File: src/rtl/sync_fifo_pkg.sv
// -----------------------------------------------------------------------------
// sync_fifo_pkg
//   Shared definitions for the synchronous FIFO family:
//     - default word / address widths and threshold levels
//     - read-mode encodings (standard registered read vs first-word-fall-through)
//     - small elaboration-time helpers for depth and default thresholds
// -----------------------------------------------------------------------------
package sync_fifo_pkg;

  // Default geometry: 16 entries of 8 bits.
  localparam int DEFAULT_DATA_WIDTH = 8;
  localparam int DEFAULT_ADDR_WIDTH = 4;

  // almost_empty asserts at or below this occupancy by default.
  localparam int DEFAULT_AE_LEVEL = 2;

  // almost_full sits this many entries below full by default.
  localparam int DEFAULT_AF_MARGIN = 2;

  // Read-mode encodings for the FWFT parameter.
  typedef enum int {
    FWFT_OFF = 0,  // rd_data registered, valid one cycle after an accepted read
    FWFT_ON  = 1   // rd_data shows the head word whenever the FIFO is not empty
  } read_mode_e;

  // Number of entries for a given address width.
  function automatic int depth_of(input int addr_width);
    return 1 << addr_width;
  endfunction

  // Default almost_full level for a given address width.
  function automatic int default_af_level(input int addr_width);
    return depth_of(addr_width) - DEFAULT_AF_MARGIN;
  endfunction

endpackage : sync_fifo_pkg

File: src/rtl/fifo_mem.sv
// -----------------------------------------------------------------------------
// fifo_mem
//   DEPTH x DATA_WIDTH storage array for param_sync_fifo.
//   Write port is synchronous. The read port is either registered
//   (FWFT = FWFT_OFF) or asynchronous (FWFT = FWFT_ON).
//
// Ports
//   clk      in   rising-edge clock
//   reset_n  in   async active-low reset (clears the registered read port only)
//   wr_en    in   write strobe, already qualified by the caller
//   wr_addr  in   ADDR_WIDTH  write address
//   wr_data  in   DATA_WIDTH  write word
//   rd_en    in   read strobe, already qualified (registered mode only)
//   rd_addr  in   ADDR_WIDTH  read address
//   rd_data  out  DATA_WIDTH  read word
// -----------------------------------------------------------------------------
module fifo_mem
  import sync_fifo_pkg::*;
#(
  parameter int DATA_WIDTH = DEFAULT_DATA_WIDTH,
  parameter int ADDR_WIDTH = DEFAULT_ADDR_WIDTH,
  parameter int FWFT       = FWFT_OFF
) (
  input  logic                  clk,
  input  logic                  reset_n,
  input  logic                  wr_en,
  input  logic [ADDR_WIDTH-1:0] wr_addr,
  input  logic [DATA_WIDTH-1:0] wr_data,
  input  logic                  rd_en,
  input  logic [ADDR_WIDTH-1:0] rd_addr,
  output logic [DATA_WIDTH-1:0] rd_data
);

  localparam int DEPTH = depth_of(ADDR_WIDTH);

  logic [DATA_WIDTH-1:0] mem [DEPTH];

  // NOTE: the array has no reset so it maps onto RAM; validity is tracked by the pointers.
  always_ff @(posedge clk) begin
    if (wr_en) begin
      mem[wr_addr] <= wr_data;
    end
  end

  if (FWFT == FWFT_ON) begin : g_async_read
    // Head word is visible as soon as the pointers say it exists.
    assign rd_data = mem[rd_addr];
  end else begin : g_reg_read
    logic [DATA_WIDTH-1:0] rd_q;

    // NOTE: sequential state uses non-blocking assignment so every flop samples pre-edge values.
    always_ff @(posedge clk or negedge reset_n) begin
      if (!reset_n) begin
        rd_q <= '0;
      end else if (rd_en) begin
        rd_q <= mem[rd_addr];
      end
    end

    assign rd_data = rd_q;
  end

endmodule : fifo_mem

File: src/rtl/param_sync_fifo.sv
// -----------------------------------------------------------------------------
// param_sync_fifo
//   Single-clock FIFO with programmable depth, almost-full / almost-empty
//   thresholds, sticky overflow / underflow flags and a choice of standard
//   registered read or first-word-fall-through read.
//
// Ports
//   clk           in   rising-edge clock
//   reset_n       in   async active-low reset
//   wr_en         in   write request (ignored while full -> overflow)
//   wr_data       in   DATA_WIDTH write word
//   rd_en         in   read request / pop (ignored while empty -> underflow)
//   rd_data       out  DATA_WIDTH read word
//   full          out  no free entry
//   empty         out  no stored entry
//   almost_full   out  count >= AF_LEVEL
//   almost_empty  out  count <= AE_LEVEL
//   count         out  ADDR_WIDTH+1 occupancy, 0..DEPTH
//   overflow      out  sticky: a write was rejected
//   underflow     out  sticky: a read was rejected
//   err_clr       in   synchronous clear of overflow / underflow
// -----------------------------------------------------------------------------
module param_sync_fifo
  import sync_fifo_pkg::*;
#(
  parameter int DATA_WIDTH = DEFAULT_DATA_WIDTH,
  parameter int ADDR_WIDTH = DEFAULT_ADDR_WIDTH,
  parameter int AF_LEVEL   = default_af_level(ADDR_WIDTH),
  parameter int AE_LEVEL   = DEFAULT_AE_LEVEL,
  parameter int FWFT       = FWFT_OFF
) (
  input  logic                  clk,
  input  logic                  reset_n,
  input  logic                  wr_en,
  input  logic [DATA_WIDTH-1:0] wr_data,
  input  logic                  rd_en,
  output logic [DATA_WIDTH-1:0] rd_data,
  output logic                  full,
  output logic                  empty,
  output logic                  almost_full,
  output logic                  almost_empty,
  output logic [ADDR_WIDTH:0]   count,
  output logic                  overflow,
  output logic                  underflow,
  input  logic                  err_clr
);

  localparam int PTR_W = ADDR_WIDTH + 1;
  localparam int CNT_W = ADDR_WIDTH + 1;

  localparam logic [PTR_W-1:0] PTR_ONE = PTR_W'(1);
  localparam logic [CNT_W-1:0] CNT_ONE = CNT_W'(1);
  localparam logic [CNT_W-1:0] AF_THR  = CNT_W'(AF_LEVEL);
  localparam logic [CNT_W-1:0] AE_THR  = CNT_W'(AE_LEVEL);

  // Pointers carry one extra wrap bit so full and empty are distinguishable.
  logic [PTR_W-1:0] wr_ptr;
  logic [PTR_W-1:0] rd_ptr;
  logic [CNT_W-1:0] count_q;
  logic [CNT_W-1:0] count_next;
  logic             overflow_q;
  logic             underflow_q;

  logic             wr_accept;
  logic             rd_accept;
  logic [DATA_WIDTH-1:0] mem_rd_data;

  // ---------------------------------------------------------------------------
  // Status: derived only from registered pointers and count.
  // ---------------------------------------------------------------------------
  assign empty = (wr_ptr == rd_ptr);
  assign full  = (wr_ptr[ADDR_WIDTH] != rd_ptr[ADDR_WIDTH]) &&
                 (wr_ptr[ADDR_WIDTH-1:0] == rd_ptr[ADDR_WIDTH-1:0]);

  assign almost_full  = (count_q >= AF_THR);
  assign almost_empty = (count_q <= AE_THR);

  // A full FIFO can still be read and an empty one still written, so each
  // side is qualified only by its own status flag.
  assign wr_accept = wr_en && !full;
  assign rd_accept = rd_en && !empty;

  // ---------------------------------------------------------------------------
  // Pointers
  // ---------------------------------------------------------------------------
  always_ff @(posedge clk or negedge reset_n) begin
    if (!reset_n) begin
      wr_ptr <= '0;
      rd_ptr <= '0;
    end else begin
      if (wr_accept) begin
        wr_ptr <= wr_ptr + PTR_ONE;
      end
      if (rd_accept) begin
        rd_ptr <= rd_ptr + PTR_ONE;
      end
    end
  end

  // ---------------------------------------------------------------------------
  // Occupancy count
  // ---------------------------------------------------------------------------
  always_comb begin
    // NOTE: default first so every path assigns count_next and no latch is inferred.
    count_next = count_q;
    unique case ({wr_accept, rd_accept})
      2'b10:   count_next = count_q + CNT_ONE;
      2'b01:   count_next = count_q - CNT_ONE;
      default: count_next = count_q;
    endcase
  end

  always_ff @(posedge clk or negedge reset_n) begin
    if (!reset_n) begin
      count_q <= '0;
    end else begin
      count_q <= count_next;
    end
  end

  assign count = count_q;

  // ---------------------------------------------------------------------------
  // Sticky error flags: a new error in the same cycle as err_clr keeps the
  // flag set, so the set term is tested first.
  // ---------------------------------------------------------------------------
  always_ff @(posedge clk or negedge reset_n) begin
    if (!reset_n) begin
      overflow_q  <= 1'b0;
      underflow_q <= 1'b0;
    end else begin
      if (wr_en && full) begin
        overflow_q <= 1'b1;
      end else if (err_clr) begin
        overflow_q <= 1'b0;
      end

      if (rd_en && empty) begin
        underflow_q <= 1'b1;
      end else if (err_clr) begin
        underflow_q <= 1'b0;
      end
    end
  end

  assign overflow  = overflow_q;
  assign underflow = underflow_q;

  // ---------------------------------------------------------------------------
  // Storage
  // ---------------------------------------------------------------------------
  fifo_mem #(
    .DATA_WIDTH (DATA_WIDTH),
    .ADDR_WIDTH (ADDR_WIDTH),
    .FWFT       (FWFT)
  ) u_mem (
    .clk     (clk),
    .reset_n (reset_n),
    .wr_en   (wr_accept),
    .wr_addr (wr_ptr[ADDR_WIDTH-1:0]),
    .wr_data (wr_data),
    .rd_en   (rd_accept),
    .rd_addr (rd_ptr[ADDR_WIDTH-1:0]),
    .rd_data (mem_rd_data)
  );

  // In FWFT mode the array output is stale while empty (and undefined after
  // reset), so it is forced to zero until a word is actually present.
  if (FWFT == FWFT_ON) begin : g_fwft_out
    assign rd_data = empty ? '0 : mem_rd_data;
  end else begin : g_std_out
    assign rd_data = mem_rd_data;
  end

endmodule : param_sync_fifo

File: config.mk
export PLATFORM = sky130hd
export DESIGN_NAME = param_sync_fifo
export DESIGN_NICKNAME = d
export VERILOG_FILES = /design/src/rtl/sync_fifo_pkg.sv /design/src/rtl/fifo_mem.sv /design/src/rtl/param_sync_fifo.sv
export SDC_FILE = /design/constraint.sdc
export NUM_CORES = 1
export LEC_CHECK = 0
export BUFFER_PORTS_ARGS = -buffer_cell sky130_fd_sc_hd__buf_2
export CAP_MARGIN = 30
export CORE_MARGIN = 2
export CORE_UTILIZATION = 40
export DETAILED_ROUTE_END_ITERATION = 16
export PLACE_DENSITY = 0.54
export RECOVER_POWER = 50
export SYNTH_ARGS = -nofsm -noshare
export SYNTH_HDL_FRONTEND = slang
export SYNTH_SLANG_ARGS = --single-unit
export TNS_END_PERCENT = 10
File: constraint.sdc
create_clock -name clk -period 5.6 [get_ports clk]
set_input_delay 0 -clock clk [delete_from_list [all_inputs] [get_ports clk]]
set_output_delay 0 -clock clk [all_outputs]
set_load 0.05 [all_outputs]
==> results of run 1 <==
worst max-delay path: cells and delay by family (launching register included):
kind                       cells  cell delay (ns)
adders and majority gates      2             0.72
DFF                            1             0.86
AOI/OAI and AO/OA              3             1.04
xor gates and xnor gates       3             0.61
and+or+nand+nor                2             0.16
path summary, 6_finish.rpt:
check	startpoint	slack [ns]	to
min reg2reg	wr_ptr[4]	0.49	wr_ptr[4]
max in group asynchronous	reset_n	4.27	rd_ptr[2]
max	rd_ptr[0]	2.08	count[4]
min in group asynchronous	reset_n	0.42	count[4]
max reg2reg	rd_ptr[0]	2.08	count[4]
min	wr_en	0.16	wr_ptr[0]
logic make-up after synthesis:
logic type                 share of synthesized area, %
xor gates and xnor gates                           2.60
and+or+nand+nor                                    5.42
buffers and inverters                              2.68
DFF                                                70.4
muxes                                              12.1
adders and majority gates                          2.09
AOI/OAI and AO/OA                                  4.67
power by group through the flow:
| stage | Sequential [W] | Combinational [W] | Clock (W) |
|---|---|---|---|
| 2_1_floorplan | 0.00170 | 0.000930 | 0 |
| 3_3_place_gp | 0.00159 | 0.00135 | 0 |
| 3_5_place_dp | 0.00160 | 0.00135 | 0 |
| 4_1_cts | 0.00158 | 0.00137 | 0.00112 |
| 5_1_grt | 0.00161 | 0.00146 | 0.00117 |
| 6_report | 0.00158 | 0.00134 | 0.00109 |
layout make-up:
cell class	instances	area [sq um]	share of cell area, %
clock buffer	20	437	5.97
clock inverter	11	126	1.73
inverter	6	22.5	0.308
multi-input combinational	175	1710	23.3
sequential	153	4470	61.1
tap	216	270	3.69
timing repair buffer	47	283	3.87
state kept, by name, summed over array words and instances (netlist names):
signal / count
underflow: 1
rd_ptr: 5
wr_ptr: 5
overflow: 1
count: 5
u_mem.rd_data: 8
u_mem.mem: 128
cells in the mapped netlist, drive strengths merged, types with 8 or more instances:
cell | count | area (sq um)
ha | 9 | 113
a211oi | 8 | 60.1
xor2 | 10 | 95.1
mux4 | 24 | 574
xnor2 | 8 | 70.1
mux2i | 8 | 80.1
nor2b | 18 | 113
and3 | 15 | 93.8
a21oi | 18 | 90.1
buf | 14 | 118
nor2 | 11 | 41.3
dfrtp | 25 | 626
mux2 | 10 | 113
edfxtp | 128 | 3840
a2111oi | 9 | 78.8
through the flow:
step / hold WS (ns) / utilization (%) / area [sq um] / total power (W) / setup WS [ns]
global route: 0.178 / 46.6 / 7320 / 0.00423 / 1.79
global placement: 0.0218 / 42.4 / 6660 / 0.00294 / 2.24
CTS: 0.115 / 46.7 / 7340 / 0.00407 / 2.08
finish: 0.162 / 46.6 / 7320 / 0.00401 / 2.08
detailed placement: 0.0300 / 42.4 / 6660 / 0.00295 / 2.10
floorplan: -0.296 / - / 6340 / 0.00263 / 2.43
per-layer routing:
| metal | vias to the layer above | GRT usage [%] | wire length [microns] |
|---|---|---|---|
| li1 | 1481 | - | - |
| met5 | - | 0 | 0 |
| met4 | 0 | 5.88 | 177 |
| met2 | 56 | 25.1 | 5930 |
| met1 | 1609 | 22.9 | 6130 |
| met3 | 19 | 4.51 | 389 |
==> summary.txt, run 1 <==
Route
  • DRC errors left: 0
  • Vias per inst: slightly above 5
  • Pre-Repair DR Iteration Count: 5
  • Final WL: 12,600 microns
  • DRT antenna net count: 0
  • Vias: 3,165
  • Initial DRC Count: about 300
  • WL/cell: 20.1 microns

Outcome
  • Status: complete, no violations

GRT
  • Pin count of the biggest net entering global routing: 52
  • Vias in the first global route: between 3,000 and 4,000
  • Total grt overflow: 0
  • Initial antenna violation count: 0
  • Tot GR Track Use: about 16%
  • First-pass GRT wire length: roughly 20,000 microns

Yosys
  • Register bit total from synthesis: roughly 150
  • Mapped Area: 0.00634 sq mm
  • Cells after Synth: between 300 and 400
  • Post-synth cell types: 35
  • Post-Syn Area per Cell: approximately 18 sq um
  • Primary FF master, synth: edfxtp_1
  • Seq/Total Area, Yosys: between 70% and 80%
  • Mapped Nets: about 380
  • EDFF count, synth: around 130
  • YS warnings: 0
  • Share of flip-flops with an asynchronous set or reset: between 15 and 20%

Hold path
  • Hold/Removal Path Class: input port to register
  • Hold path depth: 4

Placement
  • Detailed Place HPWL: 7930 microns
  • Cell total after placement: approximately 590
  • Buffers added on ports: 31
  • Final Wtd Congestion: just under 0.8

Layout
  • Commonest non-fill, non-tap cell in the layout: edfxtp_1
  • Layout net count: 423
  • Commonest non-fill, non-tap cells in the layout: 128 x edfxtp_1, 23 x dfrtp_1, 21 x clkbuf_1, 18 x nor2b_1, 18 x a21oi_1
  • Filler cells: 1,391
  • Non-Filler Instances: around 630
  • Diode count: 0
  • Area Growth Syn to Fin: 15.3%
  • Layout cells sized above 1: a little under a fifth

Die
  • Die X: 130 microns
  • DIE AREA: approximately 0.017 sq mm
  • Initial Util: between 40% and 50%
  • I/O Pins: 32
  • Std-Cell Rows: 46
  • Die Y: approximately 130 microns
  • Core area: 0.0157 sq mm

Pwr
  • Leak: about 2.5 nW
  • Sw Ratio: around 36%
  • Logic pwr share: between 30 and 40%
  • Power Dens Cells: 548 mW/mm^2
  • Sw power: about 0.0014 W
  • Peak supply drop: about 0.25 mV
  • Internal: 0.00258 W
  • Clock Power Share: 27.3%
  • Sequential power share: around two fifths

Clocking
  • CTS HTree Levels: 4
  • Clock Latency Late Sink: approximately 0.42 ns
  • Hold_buf cts: 12
  • CTS tree: built
  • CTS clk-pin slew, worst paths: about 0.060 ns
  • Post-CTS setup buffer count: 0
  • Clk sinks: about 150
  • # resized after CTS: 0
  • Root Driver: clkbuf_16
  • CTS Buffer Depth: 2
  • Number of CTS-inserted buffers: 17

Critical path
  • Critical path class: register to register
  • WP data required: 5.90 ns
  • Max incr delay on CP: roughly 0.86 ns
  • Critical Path Sink Type: register
  • Most used cell, CP: xor2_1
  • CP max FO: 22
  • Critical Path Start Type: register
  • R2R depth: 10
  • WP data arrival: around 3.8 ns
  • Worst path slowest cell: dfrtp_1
  • Cell Chain, Critical Path: xor2_1 > nor4_4 > a21boi_2 > ha_1 > ha_1 > a21o_1 > a21oi_1 > xor2_1 > nor2_1 > xor2_1

STA
  • Period utilization: between 60% and 70%
  • Setup TNS Final: 0 ns
  • Maximum clock rate: between 200 and 300 MHz
  • Slew Limit Fails: 0
  • Final setup vio count: 0
  • Worst slew margin: approximately 8.2%
  • Final Skew: just over 0.008 ns
  • RSZ-0062 raised after global routing: false
  • Final min period: 3.52 ns
  • Hold violation count in the final report: 0
  • Worst Tran Pin Value: 1.38 ns

Job
  • Maximum Capacitance Violations: 0
(Power assumes the default switching activity.)
==> inputs of run 2 (changes only) <==
clock period = 3.3 ns   (was 5.6 ns; I/O delays follow)
==> run 2 against run 1 <==
Effect of this change: sequential power grew 65%; hold slack gained 0.066 ns; register-to-register slack lost 1.5 ns; first-iteration DRC count shrank 11%.
==> summary.txt, run 2 (same netlist as run 1, synthesis figures left out) <==
Layout
  • Area Growth Syn to Fin: 16.8%
  • Diode count: 0 (unchanged)
  • Commonest non-fill, non-tap cells in the layout: 128 x edfxtp_1, 23 x dfrtp_1, 21 x clkbuf_1, 18 x nor2b_1, 18 x a21oi_1
  • Max reg flops: 128 (unchanged)
  • Layout cells sized above 1: 19.2% (+0.78 points)
  • Post-layout util: 47.2% (+0.61 points)
  • Layout net count: 426 (+0.71%)
  • Largest register by flop count: u_mem.mem
  • Commonest non-fill, non-tap cell in the layout: edfxtp_1
  • Post-route design area: 0.00741 sq mm (+1.3%)

Die
  • DIE AREA: 0.0169 sq mm (unchanged)
  • I/O Pins: 32 (unchanged)
  • Core area: 0.0157 sq mm (unchanged)
  • Std-Cell Rows: 46 (unchanged)
  • Initial Util: 40.4% (unchanged)
  • Die X: 130 microns (unchanged)
  • Die Y: 130 microns (unchanged)

Critical path
  • Critical Path Sink Type: register
  • WP data arrival: 2.99 ns (-0.83 ns)
  • WP data required: 3.60 ns (-2.30 ns)
  • Critical Path Start Type: register
  • WP buf/inv: 0 (unchanged)
  • Cell Chain, Critical Path: xor2_2 > nor4_4 > a21boi_2 > ha_1 > fa_1 > a21o_1 > a21oi_1 > xor2_1 > nor2_1 > xor2_1
  • CP top delay family: adder cells
  • Critical path class: register to register
  • CP max FO: 5 (-77%)
  • Most used cell, CP: xor2_1
  • Max incr delay on CP: 0.44 ns (-0.42 ns)
  • Worst path slowest cell: dfrtp_1

STA
  • Setup TNS Final: 0 ns (unchanged)
  • Maximum clock rate: 372 MHz (+31%)
  • Final Skew: 0.00741 ns (-0.000777 ns)
  • Final setup vio count: 0 (unchanged)
  • Worst slew margin: 9.21% (+1.0 points)
  • Slew Limit Fails: 0 (unchanged)
  • Worst Tran Pin Value: 1.36 ns (-0.0157 ns)
  • Period utilization: 81.5% (+19 points)
  • Hold violation count in the final report: 0 (unchanged)
  • Final min period: 2.69 ns (-0.831 ns)
  • RSZ-0062 raised after global routing: false
  • Hold slack final: 0.228 ns (+0.0662 ns)

Route
  • DRC errors left: 0 (unchanged)
  • WL/cell: 19.7 microns (-2.1%)
  • Pre-Repair DR Iteration Count: 4 (-1)
  • Vias per inst: 5.12 (+1.6%)
  • Final WL: 12,400 microns (-1.5%)
  • DRT antenna net count: 0 (unchanged)
  • Initial DRC Count: 265 (-11%)
  • Vias: 3,235 (+2.2%)

GRT
  • Tot GR Track Use: 15.8% (-0.62 points)
  • Vias in the first global route: 3,185 (-3.6%)
  • Total grt overflow: 0 (unchanged)
  • First-pass GRT wire length: 19,000 microns (-2.7%)
  • Pin count of the biggest net entering global routing: 52 (unchanged)
  • Initial antenna violation count: 0 (unchanged)

Placement
  • Buffers added on ports: 31 (unchanged)
  • Final Wtd Congestion: 0.754 (-4.2%)
  • Placed cell area: 0.00668 sq mm (+0.34%)
  • Detailed Place HPWL: 7720 microns (-2.6%)

Hold path
  • Hold/Removal Path Class: input port to register

Job
  • Maximum Capacitance Violations: 0 (unchanged)

Outcome
  • Status: complete, no violations

Pwr
  • Peak supply drop: 0.407 mV (+64%)
  • Leak: 2.61 nW (+2.4%)
  • Power Dens Cells: 950 mW/mm^2 (+73%)

Clocking
  • Clk sinks: 153 (unchanged)
  • Number of CTS-inserted buffers: 17 (unchanged)
  • CTS Buffer Depth: 2 (unchanged)
  • Post-CTS setup buffer count: 0 (unchanged)
  • CTS HTree Levels: 4 (unchanged)
  • CTS tree: built
  • Root Driver: clkbuf_16
  • CTS clk-pin slew, worst paths: 0.06 ns (about the same)
  • Clock Latency Late Sink: 0.42 ns (about the same)
## run 2: cell count changes in the layout (fill, tap and decap cells not counted), sizes merged
cell      before  now
bufinv         2    5
clkinv         5    6
buf           17   20
clkinvlp       4    1
## run 2: metal layers
layer	share of wire [%]	GRT usage, %	up-vias
met1	48	23.6	1654
li1	-	-	1492
met3	5.7	3.73	15
met5	0	0	-
met2	45	22.7	74
met4	1.6	6.07	0
## run 2: final timing paths
kind                       slack [ns]          endpoint  cells after the start      start
max                              0.61          count[4]                     10  wr_ptr[1]
max in group asynchronous        1.98         rd_ptr[1]                      2    reset_n
min                              0.23  u_mem.rd_data[3]                      4      rd_en
max reg2reg                      0.61          count[4]                     10  wr_ptr[1]
min in group asynchronous        0.42  u_mem.rd_data[5]                      2    reset_n
min reg2reg                      0.49         wr_ptr[4]                      1  wr_ptr[4]
## run 2: stage by stage
stage	setup slack (ns)	total power [W]	instances
after detailed placement	0.615	0.00502	588
after global placement	0.677	0.00499	588
after floorplan	0.133	0.00447	355
after global routing	0.417	0.00739	632
final	0.611	0.00704	632
after CTS	0.603	0.00712	632
## run 2: final cells by class
| cell class | instances | area, sq um |
|---|---|---|
| flip-flops and latches | 153 | 4470 |
| fillers | 1350 | 8300 |
| clock inverters | 12 | 199 |
| clock buffers | 20 | 437 |
| multi-input cells | 175 | 1710 |
| well taps | 216 | 270 |
| repair buffers | 50 | 305 |
| inverters | 6 | 22.5 |
## run 2: where the power goes
| group | switching [W] | total [W] | internal [W] |
|---|---|---|---|
| clock network | 0.000735 | 0.00208 | 0.00134 |
| logic | 0.00149 | 0.00236 | 0.000874 |
| registers | 0.000177 | 0.00260 | 0.00242 |
## run 2: worst register-to-register path, stage by stage (launching register included)
cell      delay, ns
dfrtp_1        0.44
xor2_2         0.18
nor4_4         0.38
a21boi_2       0.11
ha_1           0.29
fa_1           0.44
a21o_1         0.19
a21oi_1        0.17
xor2_1         0.16
nor2_1         0.06
xor2_1         0.14
## run 2: timing repair
item,in CTS,in global routing
hold endpoints to repair,155,0
hold buffers,12,0
resized for setup,0,0
==> inputs of run 3 (changes only) <==
ABC_AREA = 1   (was unset)
PLACE_DENSITY = 0.56   (was 0.54)
clock period = 2.3 ns   (was 3.3 ns; I/O delays follow)
==> run 3 against run 2 <==
Effect of this change: routed wire length increased by 29%; sequential power is 40% higher; critical path depth grew 3; critical path type unchanged; highest routed layer unchanged.
==> summary.txt, run 3 <==
Critical path
  • Most used cell, CP: nor2_1
  • Critical Path Start Type: register
  • Critical Path Sink Type: register
  • CP max FO: 3 (-2)
  • Max incr delay on CP: 0.39 ns (-0.05 ns)
  • WP data arrival: 2.51 ns (-0.48 ns)
  • WP buf/inv: 1 (+1)
  • Cell Chain, Critical Path: xor2_1 > nor2_1 > nand3_2 > nand2_2 > inv_2 > ha_4 > fa_2 > a21oi_2 > nor2_1 > nor2_1 > xor2_1 > nand2_1 > nand2_1
  • CP top delay family: simple AND/OR/NAND/NOR gates
  • Critical path class: register to register
  • Worst path slowest cell: dfrtp_1
  • WP data required: 2.66 ns (-0.94 ns)

GRT
  • Total grt overflow: 0 (unchanged)
  • Vias in the first global route: 4,722 (+48%)
  • Initial antenna violation count: 0 (unchanged)
  • Tot GR Track Use: 18.5% (+2.6 points)
  • First-pass GRT wire length: 25,200 microns (+33%)
  • Pin count of the biggest net entering global routing: 66 (+27%)

Layout
  • Area Growth Syn to Fin: 18.4%
  • Diode count: 0 (unchanged)
  • Layout cells sized above 1: 12.3% (-6.9 points)
  • Commonest non-fill, non-tap cells in the layout: 264 x nand2_1, 135 x inv_1, 128 x edfxtp_1, 83 x nand3_1, 37 x buf_4
  • Largest register by flop count: u_mem.mem
  • Commonest non-fill, non-tap cell in the layout: nand2_1
  • Non-Filler Instances: 1,036 (+64%)
  • Max reg flops: 128 (unchanged)
  • Layout net count: 821 (+93%)

Job
  • Maximum Capacitance Violations: 0 (unchanged)

Pwr
  • Power Dens Cells: 1280 mW/mm^2 (+35%)
  • Peak supply drop: 0.656 mV (+61%)
  • Leak: 3.79 nW (+45%)

Die
  • DIE AREA: 0.0186 sq mm (+9.9%)
  • Die X: 136 microns (+4.9%)
  • Initial Util: 40.7% (+0.35 points)
  • I/O Pins: 32 (unchanged)
  • Core area: 0.0172 sq mm (+9.3%)
  • Die Y: 136 microns (+4.9%)
  • Std-Cell Rows: 48 (+4.3%)

Clocking
  • CTS Buffer Depth: 2 (unchanged)
  • Clk sinks: 153 (unchanged)
  • CTS clk-pin slew, worst paths: 0.06 ns (about the same)
  • Number of CTS-inserted buffers: 17 (unchanged)
  • CTS tree: built
  • Clock Latency Late Sink: 0.42 ns (about the same)
  • Root Driver: clkbuf_16
  • CTS HTree Levels: 4 (unchanged)

Route
  • DRT antenna net count: 0 (unchanged)
  • Initial DRC Count: 378 (+43%)
  • Vias per inst: 4.68 (-8.5%)
  • Vias: 4,853 (+50%)
  • Final WL: 16,000 microns (+29%)
  • Pre-Repair DR Iteration Count: 5 (+1)
  • WL/cell: 15.4 microns (-22%)
  • DRC errors left: 0 (unchanged)

Yosys
  • Top post-synthesis cells by count: 266 x nand2_1, 137 x inv_1, 128 x edfxtp_1
  • Most frequent cell after synthesis: nand2_1
  • Seq/Total Area, Yosys: 63.9% (-6.6 points)
  • Register bit total from synthesis: 153 (unchanged)
  • Share of flip-flops with an asynchronous set or reset: 16.3% (unchanged)
  • Primary FF master, synth: edfxtp_1
  • Mapped Area: 0.00700 sq mm (+10%)
  • Post-Syn Area per Cell: 9.57 sq um (-46%)
  • EDFF count, synth: 128 (unchanged)
  • YS warnings: 0 (unchanged)
  • Main area contributors after synthesis: edfxtp_1 55%, nand2_1 14%, dfrtp_1 8.9%
  • Cells after Synth: 731 (+110%)
  • Post-synth cell types: 28 (-20%)
  • Mapped Nets: 754 (+99%)
  • Post-synth top area cell: edfxtp_1
  • Post-synth top area share: 54.9% (-5.6 points)

Placement
  • Buffers added on ports: 31 (unchanged)
  • Cell total after placement: 995 (+69%)
  • Detailed Place HPWL: 10,400 microns (+35%)
  • Final Wtd Congestion: 0.827 (+9.6%)

STA
  • Final setup vio count: 0 (unchanged)
  • Final Skew: 0.00739 ns (-0.0000214 ns)
  • Worst Tran Pin Value: 1.43 ns (+0.0724 ns)
  • Hold violation count in the final report: 0 (unchanged)
  • Setup TNS Final: 0 ns (unchanged)
  • Slew Limit Fails: 0 (unchanged)
  • Final min period: 2.15 ns (-0.542 ns)
  • Period utilization: 93.3% (+12 points)
  • Maximum clock rate: 466 MHz (+25%)
  • Worst slew margin: 4.38% (-4.8 points)

Outcome
  • Status: complete, no violations

Hold path
  • Hold/Removal Path Class: input port to register
==> run 3: cell types whose count changed in the layout (fill, tap and decap cells not counted), sizes merged, moves of 18 or more <==
cell,previous run,this run
nor2b,18,0
buf,20,52
nand2,7,267
inv,6,140
nand3,0,84
mux4,24,0
==> run 3: power by group <==
group,internal (W),switching (W),leakage (nW)
Sequential,0.00342,0.000226,1.47
Combinational,0.00124,0.00284,2.02
Clock,0.00178,0.00108,0.307
Total,0.00644,0.00414,3.79
==> run 3: repair_timing <==
action,4_1_cts,5_1_grt
buffers inserted,0,3
gates resized for setup,0,12
hold buffers,5,0
hold endpoints to repair,43,0
endpoints found under the setup margin,0,2
==> run 3: stage by stage <==
step                hold slack, ns  instance area (sq um)  total power, W  setup WS [ns]  utilization, %
floorplan                   -0.296                   7000         0.00650         -0.164               -
global placement            0.0259                   7550         0.00767         0.0815            44.0
detailed placement          0.0390                   7560         0.00772         0.0330            44.0
CTS                        0.00384                   8230          0.0106        0.00985            47.9
global route                0.0565                   8280          0.0113        -0.0189            48.2
finish                      0.0555                   8280          0.0106          0.153            48.2
==> run 3: worst min-delay path, cell delays in order <==
cell	delay, ns
buf_2	0.11
nand2_2	0.09
ha_4	0.17
xnor2_1	0.06
==> run 3: path summary, 6_finish.rpt <==
kind / startpoint / end / slack (ns) / cells after the start
min: wr_en / count[0] / 0.06 / 4
max: wr_ptr[2] / count[4] / 0.15 / 13
min in group asynchronous: reset_n / u_mem.rd_data[4] / 0.44 / 2
max reg2reg: wr_ptr[2] / count[4] / 0.15 / 13
max in group asynchronous: reset_n / rd_ptr[0] / 0.91 / 2
min reg2reg: u_mem.rd_data[0] / u_mem.rd_data[0] / 0.48 / 2
==> run 3: logic make-up after synthesis <==
group,after synthesis,share of synthesized area [%]
XOR/XNOR,12,1.50
adder cells (fa/ha/maj),10,1.90
flip-flops,153,63.9
AND/OR/NAND/NOR,374,21.9
buffers and inverters,169,9.66
AO/OA/AOI/OAI,13,1.14
==> run 3: per-layer routing <==
metal,GRT usage [%],wire (microns),vias up
met5,0,0,-
met2,29.7,7700,119
met1,24.9,7230,2272
met4,7.23,351,0
li1,-,-,2434
met3,3.39,702,28
==> run 3: area by class of cell <==
class	count	area, sq um
Fill cell	1656	8890
Sequential cell	153	4470
Multi-Input combinational cell	409	1900
Clock buffer	24	547
Inverter	142	533
Timing Repair Buffer	75	470
Tap cell	225	282
Clock inverter	8	78.8
